===== src/rtl/load_store_unit_pkg.sv =====
// Shared definitions for the load/store unit: funct3 encodings, FSM states, strobe width.
package load_store_unit_pkg;

    localparam logic [2:0] Funct3Byte  = 3'b000;
    localparam logic [2:0] Funct3Half  = 3'b001;
    localparam logic [2:0] Funct3Word  = 3'b010;
    localparam logic [2:0] Funct3ByteU = 3'b100;
    localparam logic [2:0] Funct3HalfU = 3'b101;

    localparam int unsigned StrbWidth = 4;

    typedef enum logic [1:0] {StIdle, StBusy, StDone} lsu_state_e;

    typedef enum logic [1:0] {SzByte, SzHalf, SzWord} lsu_size_e;

    // Undefined encodings fall through to a word access.
    function automatic lsu_size_e f3_size(input logic [2:0] funct3);
        case (funct3)
            Funct3Byte, Funct3ByteU: return SzByte;
            Funct3Half, Funct3HalfU: return SzHalf;
            default:                 return SzWord;
        endcase
    endfunction

endpackage


===== src/rtl/load_store_unit_if.sv =====
// Word-aligned memory bus between the load/store unit (master) and memory (slave).
interface load_store_unit_if;
    import load_store_unit_pkg::*;

    logic                 bus_valid;
    logic                 bus_ready;
    logic                 bus_we;
    logic [31:0]          bus_addr;
    logic [StrbWidth-1:0] bus_wstrb;
    logic [31:0]          bus_wdata;
    logic [31:0]          bus_rdata;

    modport master (
        output bus_valid, bus_we, bus_addr, bus_wstrb, bus_wdata,
        input  bus_ready, bus_rdata
    );

    modport slave (
        input  bus_valid, bus_we, bus_addr, bus_wstrb, bus_wdata,
        output bus_ready, bus_rdata
    );

endinterface


===== src/rtl/lsu_lane_align.sv =====
// Combinational lane steering: store data/strobe placement and load lane extract + extension.
module lsu_lane_align
    import load_store_unit_pkg::*;
(
    input  logic [2:0]           funct3,
    input  logic [1:0]           offset,
    input  logic [31:0]          wdata,
    input  logic [31:0]          rdata,
    output logic [31:0]          wdata_lane,
    output logic [StrbWidth-1:0] wstrb,
    output logic [31:0]          rdata_ext
);

    lsu_size_e  size;
    logic [1:0] lane;
    logic       sext;
    logic [7:0] rbyte;
    logic [15:0] rhalf;

    assign size = f3_size(funct3);
    assign sext = ~funct3[2];

    always_comb begin
        lane       = 2'b00;
        wdata_lane = wdata;
        wstrb      = 4'b1111;
        rdata_ext  = rdata;
        rbyte      = 8'h00;
        rhalf      = 16'h0000;
        unique case (size)
            SzByte: begin
                lane       = offset;
                wdata_lane = {4{wdata[7:0]}};
                wstrb      = 4'b0001 << lane;
                rbyte      = rdata[{lane, 3'b000} +: 8];
                rdata_ext  = {{24{sext & rbyte[7]}}, rbyte};
            end
            // Low address bit is dropped, so halves always sit on a half boundary.
            SzHalf: begin
                lane       = {offset[1], 1'b0};
                wdata_lane = {2{wdata[15:0]}};
                wstrb      = 4'b0011 << lane;
                rhalf      = rdata[{lane, 3'b000} +: 16];
                rdata_ext  = {{16{sext & rhalf[15]}}, rhalf};
            end
            default: ;
        endcase
    end

endmodule


===== src/rtl/load_store_unit.sv =====
// Multi-cycle load/store unit bridging a stalling core to a valid/ready memory bus.
// Optional misalignment trap enabled by defining LSU_MISALIGN_CHECK_EN.
module load_store_unit
    import load_store_unit_pkg::*;
#(
    parameter int unsigned TIMEOUT_CYCLES = 16
) (
    input  logic              clk,
    input  logic              reset,
    input  logic              req_valid,
    input  logic              req_write,
    input  logic [2:0]        req_funct3,
    input  logic [31:0]       ALUResult,
    input  logic [31:0]       WriteData,
    output logic              stall,
    output logic [31:0]       ReadData,
    output logic              done,
    output logic              fault,
    load_store_unit_if.master bus
);

    lsu_state_e           state_q, state_d;
    logic [7:0]           cnt_q, cnt_d;
    logic [31:0]          addr_q, addr_d;
    logic [2:0]           funct3_q, funct3_d;
    logic                 we_q, we_d;
    logic [StrbWidth-1:0] wstrb_q, wstrb_d;
    logic [31:0]          wdata_q, wdata_d;
    logic [31:0]          rdata_q, rdata_d;
    logic                 fault_q, fault_d;

    logic                 misalign;
    logic                 accept;
    logic                 idle;
    logic [31:0]          lane_wdata;
    logic [StrbWidth-1:0] lane_wstrb;
    logic [31:0]          lane_rdata;

`ifdef LSU_MISALIGN_CHECK_EN
    always_comb begin
        misalign = 1'b0;
        unique case (f3_size(req_funct3))
            SzHalf:  misalign = ALUResult[0];
            SzWord:  misalign = |ALUResult[1:0];
            default: misalign = 1'b0;
        endcase
    end
`else
    assign misalign = 1'b0;
`endif

    assign idle   = (state_q == StIdle);
    assign accept = idle && req_valid && !misalign;

    // One aligner serves both paths: request fields while idle, latched fields while busy.
    lsu_lane_align u_align (
        .funct3     (idle ? req_funct3 : funct3_q),
        .offset     (idle ? ALUResult[1:0] : addr_q[1:0]),
        .wdata      (WriteData),
        .rdata      (bus.bus_rdata),
        .wdata_lane (lane_wdata),
        .wstrb      (lane_wstrb),
        .rdata_ext  (lane_rdata)
    );

    always_comb begin
        state_d  = state_q;
        cnt_d    = cnt_q;
        addr_d   = addr_q;
        funct3_d = funct3_q;
        we_d     = we_q;
        wstrb_d  = wstrb_q;
        wdata_d  = wdata_q;
        rdata_d  = rdata_q;
        fault_d  = 1'b0;
        unique case (state_q)
            StIdle: begin
                if (accept) begin
                    state_d  = StBusy;
                    cnt_d    = 8'd0;
                    addr_d   = ALUResult;
                    funct3_d = req_funct3;
                    we_d     = req_write;
                    wstrb_d  = req_write ? lane_wstrb : '0;
                    wdata_d  = lane_wdata;
                end
            end
            StBusy: begin
                if (bus.bus_ready) begin
                    state_d = StDone;
                    if (!we_q) rdata_d = lane_rdata;
                end else if (cnt_q == 8'(TIMEOUT_CYCLES - 1)) begin
                    state_d = StDone;
                    fault_d = 1'b1;
                    rdata_d = 32'h0;
                end else begin
                    cnt_d = cnt_q + 8'd1;
                end
            end
            StDone:  state_d = StIdle;
            default: state_d = StIdle;
        endcase
    end

    always_ff @(posedge clk) begin
        if (reset) begin
            state_q  <= StIdle;
            cnt_q    <= 8'd0;
            addr_q   <= 32'h0;
            funct3_q <= 3'b000;
            we_q     <= 1'b0;
            wstrb_q  <= '0;
            wdata_q  <= 32'h0;
            rdata_q  <= 32'h0;
            fault_q  <= 1'b0;
        end else begin
            state_q  <= state_d;
            cnt_q    <= cnt_d;
            addr_q   <= addr_d;
            funct3_q <= funct3_d;
            we_q     <= we_d;
            wstrb_q  <= wstrb_d;
            wdata_q  <= wdata_d;
            rdata_q  <= rdata_d;
            fault_q  <= fault_d;
        end
    end

    assign bus.bus_valid = (state_q == StBusy);
    assign bus.bus_addr  = {addr_q[31:2], 2'b00};
    assign bus.bus_we    = we_q;
    assign bus.bus_wstrb = wstrb_q;
    assign bus.bus_wdata = wdata_q;

    assign stall    = accept || (state_q == StBusy);
    assign done     = (state_q == StDone);
    assign fault    = fault_q || (idle && req_valid && misalign);
    assign ReadData = rdata_q;

endmodule


===== src/flat_wrapper.sv =====
// flat-port wrapper written by rule: the top's interface ports become plain ports
module load_store_unit_flat import load_store_unit_pkg::*;
#(
    parameter int unsigned TIMEOUT_CYCLES = 16
)
  (clk, reset, req_valid, req_write, req_funct3, ALUResult, WriteData, stall, ReadData, done, fault, bus_bus_valid, bus_bus_we, bus_bus_addr, bus_bus_wstrb, bus_bus_wdata, bus_bus_ready, bus_bus_rdata);
  load_store_unit_if bus_i ();
  input  logic clk;
  input  logic reset;
  input  logic req_valid;
  input  logic req_write;
  input  logic [2:0] req_funct3;
  input  logic [31:0] ALUResult;
  input  logic [31:0] WriteData;
  output logic stall;
  output logic [31:0] ReadData;
  output logic done;
  output logic fault;
  output wire logic [$bits(bus_i.bus_valid)-1:0] bus_bus_valid;
  output wire logic [$bits(bus_i.bus_we)-1:0] bus_bus_we;
  output wire logic [$bits(bus_i.bus_addr)-1:0] bus_bus_addr;
  output wire logic [$bits(bus_i.bus_wstrb)-1:0] bus_bus_wstrb;
  output wire logic [$bits(bus_i.bus_wdata)-1:0] bus_bus_wdata;
  input wire logic [$bits(bus_i.bus_ready)-1:0] bus_bus_ready;
  input wire logic [$bits(bus_i.bus_rdata)-1:0] bus_bus_rdata;
  assign bus_bus_valid = bus_i.bus_valid;
  assign bus_bus_we = bus_i.bus_we;
  assign bus_bus_addr = bus_i.bus_addr;
  assign bus_bus_wstrb = bus_i.bus_wstrb;
  assign bus_bus_wdata = bus_i.bus_wdata;
  assign bus_i.bus_ready = bus_bus_ready;
  assign bus_i.bus_rdata = bus_bus_rdata;
  load_store_unit #(.TIMEOUT_CYCLES(TIMEOUT_CYCLES)) u_core (.clk(clk), .reset(reset), .req_valid(req_valid), .req_write(req_write), .req_funct3(req_funct3), .ALUResult(ALUResult), .WriteData(WriteData), .stall(stall), .ReadData(ReadData), .done(done), .fault(fault), .bus(bus_i));
endmodule

===== config.mk =====
export PLATFORM = sky130hd
export DESIGN_NAME = load_store_unit_flat
export DESIGN_NICKNAME = d
export VERILOG_FILES = /design/src/rtl/load_store_unit_pkg.sv /design/src/rtl/load_store_unit_if.sv /design/src/rtl/lsu_lane_align.sv /design/src/rtl/load_store_unit.sv /design/src/flat_wrapper.sv
export SDC_FILE = /design/constraint.sdc
export NUM_CORES = 1
export LEC_CHECK = 0
export ABC_AREA = 1
export BUFFER_PORTS_ARGS = -buffer_cell sky130_fd_sc_hd__buf_2
export CELL_PAD_IN_SITES_DETAIL_PLACEMENT = 1
export CELL_PAD_IN_SITES_GLOBAL_PLACEMENT = 2
export CORE_MARGIN = 4
export CORE_UTILIZATION = 26
export DETAILED_ROUTE_END_ITERATION = 12
export HOLD_SLACK_MARGIN = 0.03
export PLACE_DENSITY_LB_ADDON = 0.1
export SLEW_MARGIN = 20
export SYNTH_ARGS = -nofsm -noshare
export SYNTH_HDL_FRONTEND = slang
export SYNTH_SLANG_ARGS = --single-unit

===== constraint.sdc =====
create_clock -name clk -period 1.77 [get_ports clk]
set_input_delay 0.0885 -clock clk [delete_from_list [all_inputs] [get_ports clk]]
set_output_delay 0.0885 -clock clk [all_outputs]
set_load 0.005 [all_outputs]

Word-level counts from Yosys, hierarchy flattened. Cells that the tools add are included.

Add/sub/neg operators: 1. Eq/ne operators: 12. Shifts and indexed selects: 4. Muxes and demuxes: 19. Bitwise logic cells: 4. Reductions and logical operators: 14.

Operator list (number): 32-bit case mux with 2 select lines (2); 32-bit two-way mux (3); 32-bit by 6-bit variable part select with 16-bit output (1); 32-bit by 6-bit variable part select with 8-bit output (1); 8-bit two-way mux (3); 8-bit case mux with 2 select lines (1); 8-bit by 1-bit adder with 8-bit output, second input constant (1); 8-bit by 4-bit equality test with 1-bit output, second input constant (1); 2-bit two-way mux (4); 2-bit case mux with 2 select lines (2); 4-bit case mux with 2 select lines (1); 3-bit equality test, second input constant (2); 2-bit inequality test, second input constant (3); 2-bit by 1-bit equality test with 1-bit output, second input constant (2); 2-bit zero test (2); 4-bit two-way mux (1); 2-bit AND reduction (2); 4-bit AND reduction (1); 2-bit nonzero test (2); 2-bit OR reduction (2); 1-bit by 2-bit << shifter with 4-bit output, first input constant (1); 2-bit by 2-bit << shifter with 4-bit output, first input constant (1); 3-bit by 1-bit equality test with 1-bit output, second input constant (1); 3-bit zero test (1); other kinds (11) (13).

Bits in registers: 115. Bits of input ports: 104. Output and inout bits: 105.

Logic depth before layout (Yosys ltp). Gate-level depths: netlist of run 1.

Word-level depth: 9. Depth in mapped cells: 12. Depth with buffers taken out: 11.

Hierarchy. Synthesis of run 1 repeated with hierarchy kept, for this count alone.

Cells, all modules: 983. Area total of the unflattened synthesis: 6352.3 um2.

By module, submodules not included: load_store_unit (times used 1, cells each 725, area an instance 5019.8 um2, seq. area each 2302.2 um2); lsu_lane_align (times used 1, cells each 258, area an instance 1332.5 um2, seq. area each 0.0 um2).

Worst setup path before layout of run 1. Ideal clock, no wire load.

Path kind: reg2reg. From: reg u_core.cnt_q[0]. To: reg u_core.rdata_q[0] (netlist: u_core.ReadData[0]). Library setup time: 0.071 ns. Data arrival time: 1.502 ns. Data required time: 1.699 ns. Path slack: 0.197 ns. Stages on the path, launching flop included: 10. Period minus slack after synthesis: 1.573 ns. Cells stage by stage: dfxtp_1 ha_1 nand2_1 nor2_1 nor2_1 nor2_1 o21ai_1 clkbuf_1 nand2_1 a21oi_1.

Word-level cells in the longest chain between the ends: 3.

Ends and longest elaborated chain: from (decl) (line load_store_unit.sv:23) `logic [7:0] cnt_q, cnt_d;`; from (signal assigned) (line load_store_unit.sv:118) `cnt_q <= cnt_d;`; 8-bit by 4-bit equality test with 1-bit output (line load_store_unit.sv:92) `end else if (cnt_q == 8'(TIMEOUT_CYCLES - 1)) begin`; 2-bit nonzero test (no source line); 3-bit AND reduction (no source line); to (signal assigned) (line load_store_unit.sv:124) `rdata_q <= rdata_d;`; to (decl) (line load_store_unit.sv:29) `logic [31:0] rdata_q, rdata_d;`.

Every way passes these cells. A chain may end at the register's enable or synchronous reset.

Final worst setup path of run 1.
From: reg u_core.state_q[0]. To: reg u_core.rdata_q[8] (netlist: u_core.ReadData[8]).

Word-level cells in the longest chain between the ends: 9.

Ends and longest elaborated chain: from (decl) (line load_store_unit.sv:22) `lsu_state_e state_q, state_d;`; from (signal assigned) (line load_store_unit.sv:107) `state_q <= StIdle;`; from (signal assigned) (line load_store_unit.sv:117) `state_q <= state_d;`; branches (longest 9 deep; another with 32-bit by 6-bit variable part select with 8-bit output).

Several ways; the timed one is not identified. The select of a mux whose other input is x is not followed.

==> flow_summary_export.csv, run 1 <==
group,metric,value,unit
global_routing,grt_pass1_wl,33760,um
critical_path,slowest_delay,0.37,ns
clocking,clockBufferDepth,2,
routing,drt-pass1-iter-count,4,
pwr,p_leak,4.180,nW
layout,antenna_cells,0,
critical_path,crit_path_end_kind,"flop",
global_routing,grt_pass1_vias,6198,
worst_hold_path,hp-class,"in2reg",
routing,drc_errors,0,
layout,final_util,0.3992,
sta,fin_setup_tns,0,ns
synth,synth_common_cells,"224 x nand2_1, 115 x dfxtp_1, 87 x inv_1",
pwr,internal_power,5.524,mW
pwr,p_total,7.861,mW
synth,synthArstFlopShare,0,
critical_path,cp.required,2.12,ns
critical_path,crit_path_start_kind,"flop",
layout,multi_input_area,2429,sq um
critical_path,arrival,2.00,ns
critical_path,rrSetupSlack,0.12,ns
layout,layout-drive-gt1-share,0.3036,
critical_path,cp_max_fo,7,
synth,avgSynthCellArea,7.065,sq um
status,status,"finished, final reports clean",
routing,via_per_inst,4.485,
critical_path,path_cells,"nor2_4, buf_4, nand2_1, o21ai_4, nor2_4, nand4_4, buf_6, nand2_1, nand2_1, a21oi_1",
pwr,sw_frac_of_total,0.2973,
global_routing,grt_max_degree,33,
clocking,cts_sinks,115,
pwr,combPwrFrac,0.191,
synth,yosysTopAreaCell,"dfxtp_1",
routing,ant_nets,0,
layout,area_growth,50.12,%
sta,maxSlewViolCount,0,
critical_path,critPathBufInv,2,
synth,syn_inst,764,
floorplan,initial_core_util,0.2659,
floorplan,fp.coreArea,20300,sq um
critical_path,cpLargestDelayFamily,"simple AND/OR/NAND/NOR gates",
clocking,clk_pin_slew,0.06,ns
layout,fin_nets,1133,
routing,wl_met2,10420,um
synth,syn-cell-area,5398,sq um
routing,top_layer_used,"met4",
clocking,cts_root_buf,"clkbuf_16",
routing,avgRoutedWirePerCell,16.07,um
synth,ys_seq_area_frac,0.4265,
floorplan,ios,209,
layout,fillers,2538,
floorplan,rows,52,
synth,ys_types,35,
clocking,tritoncts,"done",
critical_path,crit_top_cell,"nand2_1",
clocking,numCtsBuffers,17,
pwr,p_per_area,970.2,nW/um^2
routing,dr_wl_met3,935,um
pwr,ir_drop,594.4,uV
sta,hold_ws,0.04082,ns
sta,fin_crit_sh,0.9302,
global_routing,antenna_found_initial,0,
sta,fin_skew,0.01283,ns
synth,synth_warnings,0,
global_routing,grt_overflow,0,
synth,ys_ff_latch,115,
layout,regArea,2307,sq um
floorplan,die_area,23130,sq um
placed_design,dp_hpwl,15400,um
sta,finalHoldViolations,0,
routing,totalWireLength,21070,um
placed_design,routabilityCongestion,0.8207,
clocking,htree_levels,4,
placed_design,dp_cells,1205,
placed_design,io_buffers,206,
synth,ys_top_cells_by_area,"dfxtp_1 43%, nand2_1 16%, o21ai_0 7.0%, a22o_1 6.2%, inv_1 6.1%",
routing,num_vias,5880,
pwr,p_seq_frac,0.361,
synth,synth_edf_count,0,
floorplan,dieHeight,152.1,um
synth,netlist.area_leader.share,0.4265,
layout,stdcell_count,1311,
sta,max_freq,607.4,MHz
pwr,netSwitchingPower,2.337,mW
pwr,power_frac_clock,0.448,
critical_path,cp_slowest_cell,"dfxtp_2",
routing,drt_iter0_drc,166,
sta,setup_violations,0,
routing,drt-met1-wl,9357,um
clocking,clk-insertion-delay-late,0.42,ns
flow_run,drv_cap,0,
floorplan,die_w,152.1,um
synth,synthMostInstantiatedCell,"nand2_1",
global_routing,gr-usage-all-layers,0.1807,
critical_path,crit_type,"reg2reg",
sta,min_period,1.646,ns
synth,ys.flop_type,"dfxtp_1",
repair_timing:
item,CTS,global route
gates cloned,0,1
resized for setup,6,24
pin swaps,1,4
setup endpoints to repair,36,37
hold buffers,67,0
setup buffers,1,5
hold endpoints to repair,69,0
power by group through the flow:
stage / Sequential [mW] / Combinational [mW] / Clock (mW)
finish: 2.83 / 1.50 / 3.53
global route: 2.85 / 1.68 / 3.75
CTS: 2.83 / 1.47 / 3.63
detailed placement: 2.89 / 1.34 / 0
global placement: 2.88 / 1.31 / 0
floorplan: 2.89 / 0.755 / 0
worst reg2reg max path: cells and delay by family, from the launching register on:
kind | cells | cell delay [ns]
AND/OR/NAND/NOR | 6 | 0.68
flip-flops | 1 | 0.37
buffers and inverters | 2 | 0.31
AO/OA/AOI/OAI | 2 | 0.21
area by class of cell:
| type | count | share of cell area |
|---|---|---|
| Multi-Input combinational cell | 492 | 0.2997 |
| Tap cell | 270 | 0.04169 |
| Inverter | 93 | 0.04494 |
| Timing Repair Buffer | 309 | 0.2551 |
| Sequential cell | 115 | 0.2847 |
| Clock buffer | 17 | 0.05250 |
| Clock inverter | 15 | 0.02131 |
final timing paths:
| kind | to | cells after the start | from |
|---|---|---|---|
| max | u_core.ReadData[8]$_SDFFE_PP0P_ | 10 | u_core.state_q[0]$_SDFFE_PP0P_ |
| max reg2reg | u_core.ReadData[8]$_SDFFE_PP0P_ | 10 | u_core.state_q[0]$_SDFFE_PP0P_ |
| min | u_core.ReadData[2]$_SDFFE_PP0P_ | 5 | bus_bus_rdata[2] |
| min reg2reg | u_core.bus.bus_wdata[0]$_SDFFE_PP0P_ | 2 | u_core.bus.bus_wdata[0]$_SDFFE_PP0P_ |
cells by family (layout without fill, tap and decap cells):
kind of cell | after synthesis | after routing | synth area share
xor gates and xnor gates | 2 | 2 | 0.003246
buffers and inverters | 159 | 434 | 0.1375
AOI/OAI and AO/OA | 165 | 165 | 0.1824
adders and majority gates | 1 | 1 | 0.002318
DFF | 115 | 115 | 0.4265
other | 1 | 2 | 0.0006947
and+or+nand+nor | 321 | 322 | 0.2473
stage by stage:
| stage | worst slack, ns | cell area [sq um] |
|---|---|---|
| final | 0.1236 | 8103 |
| after global routing | -0.01257 | 8103 |
| after CTS | 0.01498 | 8001 |
| after detailed placement | -0.1184 | 6706 |
| after global placement | -0.08250 | 6706 |
| after floorplan | 0.1975 | 5401 |
routing by layer:
layer  vias up  track usage
li1       2926            -
met1      2806       0.2193
met2       123       0.3131
met3        25      0.04750
met4         0      0.05651
met5         -            0
flip-flops by register name, indices dropped and copies added, names as in the netlist:
signal                cells
u_core.bus.bus_wstrb      4
u_core.bus.bus_we         1
u_core.funct3_q           3
u_core.state_q            2
u_core.cnt_q              8
u_core.fault              1
u_core.bus.bus_wdata     32
u_core.ReadData          32
u_core.addr_q            32
layout by cell type, fill, tap and decap left out, drive strengths merged:
cell,n
o22ai,2
clkinv,6
a32o,1
inv,98
a21oi,38
o21ai,84
buf,242
dfxtp,115
nor3,2
conb,2
dlygate4sd3,67
a22o,38
nor2,65
xor2,2
nand2,231
o31ai,1
nand4,5
nand3,16
a211oi,1
nor4,1
bufinv,2
ha,1
clkbuf,17
or2,2
clkinvlp,2
Note: power is estimated with default switching activity, not from simulation.
==> run 2: changes to the inputs <==
--- a/config.mk
+++ b/config.mk
@@ -12,7 +12,7 @@
 export CORE_MARGIN = 4
 export CORE_UTILIZATION = 26
 export DETAILED_ROUTE_END_ITERATION = 12
-export HOLD_SLACK_MARGIN = 0.03
+export HOLD_SLACK_MARGIN = 0.05
 export PLACE_DENSITY_LB_ADDON = 0.1
 export SLEW_MARGIN = 20
 export SYNTH_ARGS = -nofsm -noshare
==> flow_summary_export.csv, run 2 (synthesis gave the netlist of run 1 again) <==
group,metric,value,unit
status,status,"finished, final reports clean",
global_routing,grt_pass1_vias,6219,
floorplan,initial_core_util,0.2659,
sta,max_freq,605.7,MHz
critical_path,timing.rr.start,"u_core.state_q[0]$_SDFFE_PP0P_",
clocking,numCtsBuffers,17,
global_routing,antenna_found_initial,0,
worst_hold_path,min_to,"u_core.ReadData[0]$_SDFFE_PP0P_",
global_routing,grt_pass1_wl,33800,um
floorplan,die_w,152.1,um
layout,final_util,0.4021,
pwr,p_leak,4.205,nW
sta,finalHoldViolations,0,
layout,layout_common_cells,"215 x nand2_1, 206 x buf_2, 113 x dfxtp_1, 86 x inv_1, 73 x dlygate4sd3_1",
sta,maxSlewViolCount,0,
placed_design,placed_cell_area,6706,sq um
critical_path,cp.required,2.12,ns
placed_design,dp_hpwl,15400,um
worst_hold_path,hp-class,"in2reg",
sta,min_period,1.651,ns
sta,fin_crit_sh,0.9328,
global_routing,grt_overflow,0,
layout,layout-drive-gt1-share,0.3018,
global_routing,grt_max_degree,33,
critical_path,rrSetupSlack,0.12,ns
floorplan,rows,52,
layout,area_growth,51.23,%
pwr,p_per_area,964.3,nW/um^2
floorplan,die_area,23130,sq um
sta,hold_ws,0.06531,ns
critical_path,cp_slowest_cell,"dfxtp_2",
pwr,ir_drop,594.4,uV
routing,drc_errors,0,
layout,fin_nets,1139,
worst_hold_path,min_path_cells,5,
layout,fillers,2533,
critical_path,crit_type,"reg2reg",
clocking,cts_root_buf,"clkbuf_16",
floorplan,ios,209,
clocking,cts_sinks,115,
critical_path,slowest_delay,0.37,ns
clocking,clk-insertion-delay-late,0.42,ns
placed_design,routabilityCongestion,0.8207,
routing,ant_nets,0,
clocking,htree_levels,4,
placed_design,io_buffers,206,
critical_path,path_cells,"nor2_4, buf_4, nand2_1, o21ai_4, nor2_4, nand4_4, buf_6, nand2_1, nand2_1, a21oi_1",
floorplan,dieHeight,152.1,um
layout,final_area,8163,sq um
layout,antenna_cells,0,
global_routing,gr-usage-all-layers,0.1809,
sta,fin_skew,0.01292,ns
critical_path,crit_path_end_kind,"flop",
routing,drt_iter0_drc,157,
routing,num_vias,5892,
floorplan,fp.coreArea,20300,sq um
clocking,clk_pin_slew,0.06,ns
routing,drt-pass1-iter-count,4,
critical_path,arrival,2.00,ns
clocking,tritoncts,"done",
critical_path,crit_top_cell,"nand2_1",
layout,layout_commonest_cell,"nand2_1",
routing,via_per_inst,4.474,
worst_hold_path,min_from,"bus_bus_rdata[0]",
critical_path,crit_path_start_kind,"flop",
sta,setup_violations,0,
critical_path,cp_max_fo,7,
routing,avgRoutedWirePerCell,16.03,um
critical_path,r2r_end,"u_core.ReadData[8]$_SDFFE_PP0P_",
clocking,clockBufferDepth,2,
critical_path,r2r_cells,10,
flow_run,drv_cap,0,
routing,totalWireLength,21110,um
[run 2: changes by cell type in the layout (fill, tap and decap cells not counted), sizes merged]
cell         delta
dlygate4sd3     +6
[run 2: timing repair]
item	4_1_cts	5_1_grt
setup endpoints to repair	36	37
buffers inserted	1	5
cloned	0	1
resized for setup	6	24
hold endpoints to repair	74	0
hold buffers	73	0
pin swaps	1	4
[run 2: layer usage]
metal	vias to the layer above	GRT usage	routed length, um
li1	2940	-	-
met3	25	0.04721	904
met5	-	0	0
met1	2808	0.2197	9411
met4	0	0.05651	349
met2	119	0.3135	10450
[run 2: cell type report]
class,count,area [sq um],area share
Sequential cell,115,2307,0.2826
Timing Repair Buffer,315,2127,0.2606
Tap cell,270,337.8,0.04139
Clock buffer,17,425.4,0.05212
Clock inverter,15,172.7,0.02115
Inverter,93,364.1,0.04460
Multi-Input combinational cell,492,2429,0.2975
[run 2: worst max-delay path by stage]
stage	start	end	slack [ns]	cells past startpoint
2_1_floorplan	u_core.cnt_q[0]$_SDFFE_PP0P_	u_core.ReadData[0]$_SDFFE_PP0P_	0.20	9
3_3_place_gp	u_core.state_q[1]$_SDFFE_PP0P_	u_core.ReadData[31]$_SDFFE_PP0P_	-0.08	9
3_5_place_dp	u_core.state_q[1]$_SDFFE_PP0P_	u_core.bus.bus_wdata[28]$_SDFFE_PP0P_	-0.12	7
4_1_cts	u_core.state_q[0]$_SDFFE_PP0P_	u_core.ReadData[31]$_SDFFE_PP0P_	0.01	11
5_1_grt	u_core.state_q[0]$_SDFFE_PP0P_	u_core.ReadData[16]$_SDFFE_PP0P_	-0.01	10
6_report	u_core.state_q[0]$_SDFFE_PP0P_	u_core.ReadData[8]$_SDFFE_PP0P_	0.12	10
[run 2: worst max-delay path, delay by kind of cell, from the launching register on]
kind | cells | cell delay, ns
buffers and inverters | 2 | 0.31
AOI/OAI and AO/OA | 2 | 0.21
DFF | 1 | 0.37
and+or+nand+nor | 6 | 0.68
[run 2: through the flow]
step                worst slack (ns)  cells  total power, mW  setup TNS, ns
floorplan                     0.1975    765            3.643              0
global placement            -0.08250   1205            4.194         -1.068
CTS                          0.01498   1311            7.949              0
global route                -0.01257   1317            8.301       -0.03360
finish                        0.1189   1317            7.871              0
detailed placement           -0.1184   1205            4.228         -1.803
[run 2: report_power, final]
group	switching, mW	leakage, nW	internal [mW]	total [mW]
sequential	0.0857	0.942	2.75	2.83
combinational	0.840	2.97	0.671	1.51
clock	1.41	0.289	2.11	3.53
total	2.34	4.20	5.53	7.87
